File: src/rtl/ser_pkg.sv
// ser_pkg: shared types and helpers for the symbol serializer.
//   ser_state_t  : serializer FSM state (IDLE, SHIFT)
//   STATUS_CNT_W : width of the optional words_sent status counter
//   nsym()       : number of symbols a word of the given width splits into
package ser_pkg;

  typedef enum logic [0:0] {
    IDLE  = 1'b0,
    SHIFT = 1'b1
  } ser_state_t;

  localparam int STATUS_CNT_W = 16;

  // Symbols per word; callers guarantee sym_bits divides width.
  function automatic int nsym(input int width, input int sym_bits);
    return width / sym_bits;
  endfunction

endpackage

File: src/rtl/symbol_serializer.sv
// symbol_serializer: parallel-to-serial converter for the modulator front end.
// A WIDTH-bit word taken over a valid/ready handshake is emitted as
// WIDTH/SYM_BITS symbols, one symbol consumed per sym_tick high cycle.
// A one-word holding buffer lets consecutive words stream with no gap.
//
// Ports:
//   clk        : system clock, rising edge
//   rst_n      : asynchronous active-low reset
//   in_data    : parallel word, sampled only on the accept edge
//   in_valid   : in_data valid
//   in_ready   : holding buffer free (driven from registers only)
//   sym_tick   : advance strobe, one symbol per high cycle
//   sym_out    : current symbol (zero when no word is shifting)
//   sym_valid  : sym_out carries word data
//   word_done  : one-cycle pulse after the last symbol of a word is consumed
//   busy       : word shifting or holding buffer occupied
// Optional (macro SER_STATUS_EN):
//   cnt_clr    : synchronous clear of the status registers
//   words_sent : saturating count of completed words
//   underrun   : sticky, tick seen while starved after at least one word
module symbol_serializer
  import ser_pkg::*;
#(
  parameter int WIDTH     = 16,
  parameter int SYM_BITS  = 1,
  parameter int MSB_FIRST = 0
) (
  input  logic                    clk,
  input  logic                    rst_n,
  input  logic [WIDTH-1:0]        in_data,
  input  logic                    in_valid,
  output logic                    in_ready,
  input  logic                    sym_tick,
  output logic [SYM_BITS-1:0]     sym_out,
  output logic                    sym_valid,
  output logic                    word_done,
`ifdef SER_STATUS_EN
  input  logic                    cnt_clr,
  output logic [STATUS_CNT_W-1:0] words_sent,
  output logic                    underrun,
`endif
  output logic                    busy
);

  localparam int NSYM   = nsym(WIDTH, SYM_BITS);
  localparam int IDX_W  = (NSYM > 1) ? $clog2(NSYM) : 1;
  localparam int BASE_W = (WIDTH > 1) ? $clog2(WIDTH) : 1;
  localparam logic [IDX_W-1:0] IDX_LAST = IDX_W'(NSYM - 1);

  if ((WIDTH % SYM_BITS) != 0) begin : g_bad_sym_bits
    $error("symbol_serializer: SYM_BITS (%0d) must divide WIDTH (%0d)", SYM_BITS, WIDTH);
  end

  ser_state_t        state_r;
  logic [WIDTH-1:0]  sreg_r;
  logic [WIDTH-1:0]  hbuf_r;
  logic              hvalid_r;
  logic [IDX_W-1:0]  idx_r;
  logic              word_done_r;
  logic              done_s;
  int                sel_s;
  logic [BASE_W-1:0] base_s;

  assign in_ready  = !hvalid_r;
  assign sym_valid = (state_r == SHIFT);
  assign busy      = (state_r != IDLE) || hvalid_r;
  assign word_done = word_done_r;

  // Last-symbol consumption: shared by the FSM and the status counters.
  always_comb begin
    done_s = 1'b0;
    if ((state_r == SHIFT) && sym_tick && (idx_r == IDX_LAST)) begin
      done_s = 1'b1;
    end else begin
      done_s = 1'b0;
    end
  end

  // Symbol select: idx counts consumption order, mapped to a slice per MSB_FIRST.
  always_comb begin
    sel_s   = 0;
    base_s  = '0;
    sym_out = '0;
    if (state_r == SHIFT) begin
      if (MSB_FIRST != 0) begin
        sel_s = NSYM - 1 - int'(idx_r);
      end else begin
        sel_s = int'(idx_r);
      end
      base_s  = BASE_W'(sel_s * SYM_BITS);
      sym_out = sreg_r[base_s +: SYM_BITS];
    end else begin
      sym_out = '0;
    end
  end

  // Serializer FSM with holding buffer, shift register and symbol index.
  always_ff @(posedge clk or negedge rst_n) begin
    if (!rst_n) begin
      state_r     <= IDLE;
      sreg_r      <= '0;
      hbuf_r      <= '0;
      hvalid_r    <= 1'b0;
      idx_r       <= '0;
      word_done_r <= 1'b0;
    end else begin
      word_done_r <= 1'b0;
      // Accept and reload never coincide: accept needs hvalid low, reload needs it high.
      if (in_valid && !hvalid_r) begin
        hbuf_r   <= in_data;
        hvalid_r <= 1'b1;
      end
      case (state_r)
        IDLE: begin
          if (hvalid_r) begin
            sreg_r   <= hbuf_r;
            hvalid_r <= 1'b0;
            idx_r    <= '0;
            state_r  <= SHIFT;
          end
        end
        SHIFT: begin
          if (done_s) begin
            word_done_r <= 1'b1;
            if (hvalid_r) begin
              // Gapless reload: next word's first symbol shows on the next cycle.
              sreg_r   <= hbuf_r;
              hvalid_r <= 1'b0;
              idx_r    <= '0;
            end else begin
              state_r <= IDLE;
            end
          end else if (sym_tick) begin
            idx_r <= idx_r + 1'b1;
          end
        end
        default: begin
          state_r <= IDLE;
        end
      endcase
    end
  end

`ifdef SER_STATUS_EN
  // Status registers: clear has priority over a same-cycle increment or set.
  always_ff @(posedge clk or negedge rst_n) begin
    if (!rst_n) begin
      words_sent <= '0;
      underrun   <= 1'b0;
    end else if (cnt_clr) begin
      words_sent <= '0;
      underrun   <= 1'b0;
    end else begin
      if (done_s && (words_sent != {STATUS_CNT_W{1'b1}})) begin
        words_sent <= words_sent + 1'b1;
      end
      if ((state_r == IDLE) && !hvalid_r && sym_tick && (words_sent != '0)) begin
        underrun <= 1'b1;
      end
    end
  end
`endif

endmodule

File: config.mk
export PLATFORM = sky130hd
export DESIGN_NAME = symbol_serializer
export DESIGN_NICKNAME = d
export VERILOG_FILES = /design/src/rtl/ser_pkg.sv /design/src/rtl/symbol_serializer.sv
export SDC_FILE = /design/constraint.sdc
export NUM_CORES = 1
export LEC_CHECK = 0
export CORE_MARGIN = 4
export CORE_UTILIZATION = 53
export CTS_CLUSTER_SIZE = 8
export DETAILED_ROUTE_END_ITERATION = 10
export PLACE_DENSITY = 0.75
export SYNTH_ARGS = -nofsm -noshare
export SYNTH_HDL_FRONTEND = slang
export SYNTH_SLANG_ARGS = --single-unit
File: constraint.sdc
create_clock -name clk -period 1.8 [get_ports clk]
set_input_delay 0.27 -clock clk [delete_from_list [all_inputs] [get_ports clk]]
set_output_delay 0.27 -clock clk [all_outputs]
set_load 0.02 [all_outputs]
==> results by group <==
Yosys
  • FF+latch count, synth: 39
  • Area leader, netlist: dfrtp_1
  • Post-synthesis cell area: 1770 sq um
  • Top_reg_cell synth: dfrtp_1
  • Yosys Warn Count: 0
  • Sequential share of the synthesized area: 0.552
  • Mean Syn Cell Area: 14.5 sq um
  • Commonest cells post-synth: dfrtp_1 (39), mux2_2 (25), mux2_4 (10), inv_1 (5)
  • Top-count cell post-synth: dfrtp_1
  • Area contributors post-synth: dfrtp_1 (55%), mux2_2 (16%), mux2_4 (8.5%)
  • EDFF count, synth: 0
  • Synth cell types: 31
  • Post-synthesis async set-or-reset flop share: 1.00
  • Net Count, Synth: 143
  • Share of the synthesized area in the top cell type: 0.552
  • Synthesized instance count: 122

Routing
  • Drt initial violations: 41
  • Routed vias: 1,170
  • Antenna viol nets, final: 0
  • Initial DRT Pass Iterations: 4
  • Final wirelength: 3750 um
  • # DRC: 0
  • Vias per inst: 5.37
  • Wirelength per Cell: 17.2 um

Pwr
  • Power per cell area: 1580 nW/um^2
  • Int Power: 2.65 mW
  • Leak: 1.06 nW
  • Flop pwr share: 0.415
  • Sw frac: 0.304
  • Max rail drop VDD: 948 uV
  • Sw power: 1.16 mW
  • Overall Power: 3.81 mW
  • Logic pwr share: 0.425
  • Clock share of power: 0.160

Floorplan
  • Core ar.: 3130 sq um
  • Die area: 4320 sq um
  • Rows: 20
  • Initial Utilization: 0.565
  • Top Ports: 25
  • Die W: 65.7 um
  • Height of the die: 65.7 um

Place
  • Final HPWL DP: 2400 um
  • Dpl cell area: 2190 sq um
  • GPL Wtd Cong: 0.740
  • Port-buffer cells: 24

Run status
  • Status: finished with violations
  • Failing checks: negative setup slack

Worst setup path
  • CP Buf/Inv Count: 2
  • Worst setup EP type: output port
  • Max incr delay on CP: 0.46 ns
  • Most used cell, CP: buf_6
  • Startpoint types: register
  • WP data required: 1.53 ns
  • Crit path cell chain: buf_6, mux2_4, o31ai_4, o32ai_2, and2_4, buf_6
  • Crit path DAT: 1.83 ns
  • Crit path kind: reg -> out
  • Kind of cell adding the most delay to the critical path: flip-flops
  • CP Max Fanout: 6
  • Slowest cell on the critical path: dfrtp_2

GRT
  • Initial antenna violation count: 0
  • First-pass GRT wire length: 6340 um
  • Total routing usage reported by global routing: 0.198
  • GRT Residual Overflow: 0
  • Vias in the first global route: 1,287
  • Largest net degree at the start of global routing: 40

Clocking
  • CTS root buf: clkbuf_4
  • Reg clk slew, reported paths: 0.11 ns
  • Worst skew pair latency: 0.35 ns
  • Total CTS buffers: 5
  • H-tree levels: 2
  • CTS tree: built
  • Clk sinks: 39
  • Clock Path Buffers: 2

Timing
  • Min Tclk post-route: 2.10 ns
  • RSZ-0062 raised after global routing: yes
  • Hold WS: 0.485 ns
  • Fmax: 477 MHz
  • Slew Limit Fails: 0
  • Slew HR: 0.679
  • Final Skew: 0.00525 ns
  • Worst Tran Pin Value: 0.481 ns
  • Final hold violation count: 0
  • # setup viols final: 18
  • Setup Total Neg Slack: -1.17 ns
  • PnR worst setup slack: -0.296 ns
  • Final period util: 1.16

Finish
  • Layout cells sized above 1: 0.489
  • Area growth, synth to finish: 36.5%
  • Final net count: 194
  • Post-route cell area: 2410 sq um
  • N_diodes: 0

Job
  • Max-Cap Viols: 0

Worst hold path
  • Worst Hold Class: in -> async
flip-flops by register name, summed over array words and instances (netlist names):
| register | cells |
|---|---|
| sym_valid | 1 |
| idx_r | 4 |
| hvalid_r | 1 |
| sreg_r | 16 |
| word_done | 1 |
| hbuf_r | 16 |
power groups by stage:
stage                     Combinational, mW  Clock [mW]  Sequential (mW)
after global placement                 1.31           0             1.53
after global routing                   1.74       0.671             1.64
final                                  1.62       0.610             1.58
after floorplan                       0.919           0             1.45
after CTS                              1.57       0.623             1.57
after detailed placement               1.37           0             1.56
worst reg2reg max path, cell delays in order, from the launching register on:
cell and delay, ns:
dfrtp_2 0.43, buf_6 0.14, buf_4 0.12, buf_6 0.10, ha_4 0.14, nand4_4 0.08
a21oi_4 0.23, buf_6 0.13, buf_6 0.10, mux2_4 0.29
cell usage in the layout, fill, tap and decap left out, types with 2 or more instances in the layout:
cell type	Yosys	final
nor2b_1	2	2
a21oi_1	4	4
buf_6	1	6
mux2_4	10	17
buf_4	0	20
clkbuf_4	0	5
o21ai_0	4	4
inv_1	5	5
o22ai_2	0	2
nand3_1	3	3
clkdlybuf4s50_1	0	19
mux2_2	25	18
dfrtp_1	39	38
mux4_2	1	2
dlygate4sd2_1	0	3
nand2_1	3	3
cell type report:
| cell class | instances | area (sq um) |
|---|---|---|
| flip-flops and latches | 39 | 977 |
| multi-input cells | 70 | 790 |
| fillers | 197 | 717 |
| repair buffers | 52 | 484 |
| well taps | 44 | 55.1 |
| clock buffers | 6 | 51.3 |
| clock inverters | 2 | 35.0 |
| inverters | 5 | 18.8 |
cell families (layout without fill, tap and decap cells):
family | count (synthesis) | in the layout | synth area share
muxes | 37 | 37 | 0.272
AOI/OAI and AO/OA | 19 | 19 | 0.0765
adders and majority gates | 1 | 1 | 0.00708
buffers and inverters | 13 | 65 | 0.0446
and+or+nand+nor | 13 | 13 | 0.0475
DFF | 39 | 39 | 0.552
final timing paths:
path                            start    endpoint  slack, ns  cells past startpoint
max                          idx_r[0]     sym_out      -0.30                      6
min                             rst_n  hbuf_r[13]       0.49                      3
max reg2reg                  idx_r[0]   sreg_r[8]      -0.09                      9
min reg2reg                hbuf_r[11]  sreg_r[11]       0.51                      1
max in group asynchronous       rst_n    idx_r[0]       0.96                      3
min in group clk           hbuf_r[11]  sreg_r[11]       0.51                      1
through the flow:
stage	worst slack [ns]	instances	util
detailed placement	-0.406	204	0.699
floorplan	0.103	122	-
global route	-0.394	218	0.771
CTS	-0.362	218	0.774
global placement	-0.341	204	0.699
finish	-0.296	218	0.771
timing repair:
item,in CTS,in global routing
hold endpoints to repair,39,0
pin swaps,6,4
endpoints found under the setup margin,21,20
gates resized for setup,30,6
gates cloned,1,0
hold buffers,1,0
buffers inserted,5,2
metal layers:
layer,part of all wire,track usage,vias up
met2,0.51,0.339,30
met5,0,0,-
met3,0.048,0.0650,4
met1,0.42,0.232,590
met4,0.013,0.0648,0
li1,-,-,546
No activity file was read; power rests on OpenSTA's default activity.
==> RTL edit 1 (same settings) <==
The parameter `WIDTH` goes from 16 to 64.
--- a/src/rtl/symbol_serializer.sv
+++ b/src/rtl/symbol_serializer.sv
@@ -21,7 +21,7 @@
 module symbol_serializer
   import ser_pkg::*;
 #(
-  parameter int WIDTH     = 16,
+  parameter int WIDTH     = 64,
   parameter int SYM_BITS  = 1,
   parameter int MSB_FIRST = 0
 ) (
Interface: changed (resized in_data); port bits go from 25 to 73. No check against the original RTL was run, so the function may have changed too.
==> RTL edit 1 against the unedited design <==
- the flow still finishes with violations (setup timing)
- worst hold slack got worse by 0.12 ns
- setup slack got worse by 0.46 ns
- synthesized area increased to 3.4 times the old value
- register-to-register slack got worse by 0.49 ns
- die area increased to 3.0 times the old value
- clock power increased to 6.3 times the old value
- sequential share of layout area decreased by 0.76 points
- cell area increased to 3.6 times the old value
- sequential cell count increased by 98
- non-clock buffer count increased by 113
- power increased to 3.4 times the old value
- via count increased to 3.3 times the old value
- routed wire length increased to 4.2 times the old value
- critical path type unchanged
- largest power group is now sequential cells
- highest routed layer unchanged
==> RTL edit 1: results (changes against the unedited design) <==
{
  "global_route": {
    "grt.met2_usage": {"value": 0.384, "change": "+0.0450"},
    "grt_pass1_wl": {"value": 23600, "unit": "um", "change": "+270%"},
    "grt_pass1_vias": {"value": 4280, "change": "+230%"},
    "grt_start_max_net_pins": {"value": 46, "change": "+15%"}
  },
  "cts": {
    "clock_pin_slew_of_the_registers_on_the_worst_case_setup_and_hold_paths": {"value": 0.06, "unit": "ns", "change": "-0.05 ns"},
    "htree_num_levels": {"value": 4, "change": "+2"},
    "num_cts_buffers": {"value": 17, "change": "+12"},
    "clkLatencyLatePin": {"value": 0.42, "unit": "ns", "change": "+0.07 ns"},
    "clock_root_buffer_master": "clkbuf_16"
  },
  "cells_and_area": {
    "final_net_count": {"value": 595, "change": "+210%"},
    "stdcell_area": {"value": 8630, "unit": "um^2", "change": "+260%"},
    "filler_cell_count": {"value": 601, "change": "+210%"}
  },
  "worst_setup_path": {
    "timing.critical_path.slowest_stage_cell": "mux4_2",
    "worst_ep_arrival_time": {"value": 2.29, "unit": "ns", "change": "+0.46 ns"},
    "worst_r2r_path_depth": {"value": 16, "change": "+7"},
    "reg2reg_slack": {"value": -0.58, "unit": "ns", "change": "-0.49 ns"},
    "timing.critical_path.max_delay_family": "multiplexers",
    "critical_path.reg2reg.endpoint": "idx_r[5]",
    "maximum_cell_stage_delay_along_the_critical_path": {"value": 0.51, "unit": "ns", "change": "+0.05 ns"}
  },
  "sta": {
    "timing_worst_slew_pin_value": {"value": 0.462, "unit": "ns", "change": "-0.0188 ns"},
    "timing.final.ws_setup": {"value": -0.757, "unit": "ns", "change": "-0.461 ns"},
    "timing.final.setup_violations": {"value": 73, "change": "+55"},
    "tns": {"value": -35.12, "unit": "ns", "change": "-33.95 ns"}
  },
  "route": {
    "detail_route.vias_per_cell": {"value": 5.70, "change": "+6.2%"},
    "route.vias.total": {"value": 3870, "change": "+230%"},
    "drt_iter0_drc": {"value": 300, "change": "+630%"}
  },
  "place": {
    "placement.io_buffers": {"value": 72, "change": "+200%"},
    "routabilityCongestion": {"value": 0.851, "change": "+15%"},
    "place_inst": {"value": 613, "change": "+200%"},
    "dp_hpwl": {"value": 8310, "unit": "um", "change": "+250%"}
  },
  "synth": {
    "syn-num-nets": {"value": 433, "change": "+200%"}
  },
  "outcome": {
    "run_status": "finished, violations left",
    "failing_checks": "setup timing"
  },
  "pwr": {
    "p_leak": {"value": 4.04, "unit": "nW", "change": "+280%"}
  }
}
## RTL edit 1: changes by cell type in the layout (fill, tap and decap cells not counted), sizes merged, moves of 4 or more
cell and delta:
bufinv +4, dfrtp +98, clkdlybuf4s50 +49, clkbuf +15, a22oi +5, buf +64
mux2 +94, mux4 +14
## RTL edit 1: logic make-up after synthesis
| logic type | synth area share |
|---|---|
| DFF | 0.571 |
| adders and majority gates | 0.00208 |
| AOI/OAI and AO/OA | 0.0275 |
| xor gates and xnor gates | 0.00146 |
| buffers and inverters | 0.0273 |
| and+or+nand+nor | 0.0259 |
| muxes | 0.345 |
## RTL edit 1: area by class of cell
class / count / area share
multi-input combinational: 201 / 0.295
clock buffer: 20 / 0.0529
sequential: 137 / 0.398
tap: 140 / 0.0203
timing repair buffer: 165 / 0.209
inverter: 4 / 0.00203
clock inverter: 12 / 0.0228
## RTL edit 1: stage by stage
stage                     total power (W)  setup slack (ns)  hold WS, ns
after global placement            0.00803            -0.638        0.228
final                              0.0128            -0.757        0.366
after floorplan                   0.00692           -0.0323      -0.0256
after global routing               0.0134            -0.844        0.385
after CTS                          0.0125            -0.732        0.365
after detailed placement          0.00820            -0.670        0.236
## RTL edit 1: what timing repair did
item                                    4_1_cts  5_1_grt
endpoints found under the setup margin       75       76
gates cloned                                  8        1
hold buffers                                  1        0
buffers inserted                             16       12
endpoints found under the hold margin        42        0
resized for setup                            52       20
pin swaps                                    16       12
## RTL edit 1: where the power goes
group | switching (W) | internal [W]
Combinational | 0.00154 | 0.00253
Sequential | 0.000787 | 0.00415
Clock | 0.00131 | 0.00253
## RTL edit 1: layer usage
layer | vias to the layer above | share of wire
li1 | 1674 | -
met1 | 1974 | 0.40
met2 | 176 | 0.50
met3 | 46 | 0.061
met4 | 0 | 0.033
met5 | - | 0
==> RTL edit 2 (same settings) <==
Without the edit above. Change the parameter `MSB_FIRST` from 0 to 1.
--- a/src/rtl/symbol_serializer.sv
+++ b/src/rtl/symbol_serializer.sv
@@ -23,7 +23,7 @@
 #(
   parameter int WIDTH     = 16,
   parameter int SYM_BITS  = 1,
-  parameter int MSB_FIRST = 0
+  parameter int MSB_FIRST = 1
 ) (
   input  logic                    clk,
   input  logic                    rst_n,
Function: changed (Yosys sat finds a counterexample within 4 cycles, from zero or initial values and one cycle with rst_n low).
==> RTL edit 2 against the unedited design <==
- the flow still finishes with violations (setup timing)
- setup slack worse by 0.0026 ns
- critical path type unchanged
- die area down 2.8%
- count of clock-buffer cells in the layout unchanged
- routed wire length down 7.4%
- largest cell class unchanged
- synthesized cell count down 1.6%
- global-route usage down 0.25 points
- cell area down 4.7%
- synthesized area down 3.2%
- power down 12%
- sequential cell count unchanged
==> RTL edit 2: results (changes against the unedited design) <==
{
  "place": {
    "place_worst_setup_slack": {"value": -0.472, "unit": "ns", "change": "-0.0658 ns"},
    "dp_hpwl": {"value": 2310, "unit": "um", "change": "-3.6%"}
  },
  "cells_and_area": {
    "clock_cell_share_of_area": {"value": 0.0376, "change": "+0.00175"},
    "layout.nonclk_buf_frac": {"value": 0.206, "change": "+0.00548"},
    "drive_above_1_share": {"value": 0.456, "change": "-0.0329"},
    "final_net_count": {"value": 189, "change": "-2.6%"},
    "filler_cell_count": {"value": 230, "change": "+17%"}
  },
  "route": {
    "met1Wirelength": {"value": 1460, "unit": "um", "change": "-8.1%"},
    "detail_route.vias_per_cell": {"value": 5.26, "change": "-1.9%"},
    "post_drt_wl_per_cell": {"value": 16.3, "unit": "um", "change": "-5.2%"}
  },
  "synth": {
    "synthMuxAreaShare": {"value": 0.270, "change": "-0.00202"},
    "yosysUniqueCellTypes": {"value": 30, "change": "-3.2%"},
    "synthTopCellsByArea": "dfrtp_1 57%, mux2_2 22%, mux2i_1 1.8%",
    "post_synth_most_frequent_cells": "39 x dfrtp_1, 34 x mux2_2, 5 x inv_1, 5 x nand2_1, 4 x a21oi_1",
    "syn-num-nets": {"value": 141, "change": "-1.4%"},
    "synth-adder-area-share": {"value": 0.00732, "change": "+0.000233"}
  },
  "outcome": {
    "run_status": "finished, violations left",
    "failing_checks": "setup timing"
  },
  "global_route": {
    "globalRouteMet3Util": {"value": 0.0607, "change": "-0.00430"},
    "grt_pass1_vias": {"value": 1303, "change": "+1.2%"},
    "grt_pass1_wl": {"value": 6100, "unit": "um", "change": "-3.8%"}
  },
  "pwr": {
    "comb_power_share": {"value": 0.368, "change": "-0.057"},
    "cellInternalPower": {"value": 0.00236, "unit": "W", "change": "-11%"}
  },
  "sta": {
    "timing.final.ws_setup": {"value": -0.299, "unit": "ns", "change": "-0.00256 ns"},
    "timing.final.setup_violations": {"value": 17, "change": "-1"},
    "timing_worst_slew_pin_value": {"value": 0.487, "unit": "ns", "change": "+0.00649 ns"}
  },
  "cts": {
    "clkLatencyLatePin": {"value": 0.33, "unit": "ns", "change": "-0.02 ns"}
  }
}
[RTL edit 2: how the worst max path moves through the flow]
stage	slack (ns)	startpoint	endpoint	cells after the start
final	-0.30	idx_r[0]	sym_out	5
after global routing	-0.39	idx_r[0]	sym_out	5
after CTS	-0.28	idx_r[0]	sym_out	5
after detailed placement	-0.47	idx_r[0]	sym_out	5
after global placement	-0.48	idx_r[0]	sym_out	5
after floorplan	0.06	idx_r[0]	sym_out	5
[RTL edit 2: critical path, cell delays in order (launching register included)]
cell,delay (ns)
dfrtp_2,0.47
mux4_2,0.37
o22ai_2,0.06
a311o_1,0.30
a21boi_2,0.14
buf_4,0.15
[RTL edit 2: what timing repair did]
| item | in CTS | in global routing |
|---|---|---|
| hold buffers | 1 | 0 |
| pin swaps | 5 | 0 |
| buffers inserted | 4 | 0 |
| hold endpoints to repair | 39 | 0 |
| setup endpoints to repair | 20 | 21 |
| cloned | 1 | 0 |
| gates resized for setup | 13 | 2 |
[RTL edit 2: cells by family after synthesis]
group / count (synthesis)
compound gates: 15
mux: 39
simple gates: 15
buf+inv: 11
fa+ha+maj: 1
flops: 39
[RTL edit 2: power by group through the flow]
stage	sequential, W	combinational (W)	clock [W]
2_1_floorplan	0.00144	0.000790	0
3_3_place_gp	0.00151	0.00114	0
3_5_place_dp	0.00153	0.00117	0
4_1_cts	0.00151	0.00123	0.000627
5_1_grt	0.00157	0.00136	0.000673
6_report	0.00151	0.00124	0.000605
[RTL edit 2: per-stage QoR]
stage               instance area (um^2)  instances  setup TNS, ns   util  hold slack (ns)
floorplan                           1710        120              0      -          -0.0256
global placement                    2110        199          -1.51  0.685            0.341
detailed placement                  2110        199          -2.22  0.685            0.350
CTS                                 2290        213          -2.55  0.745            0.510
global route                        2300        213          -4.94  0.747            0.502
finish                              2300        213          -3.34  0.747            0.495
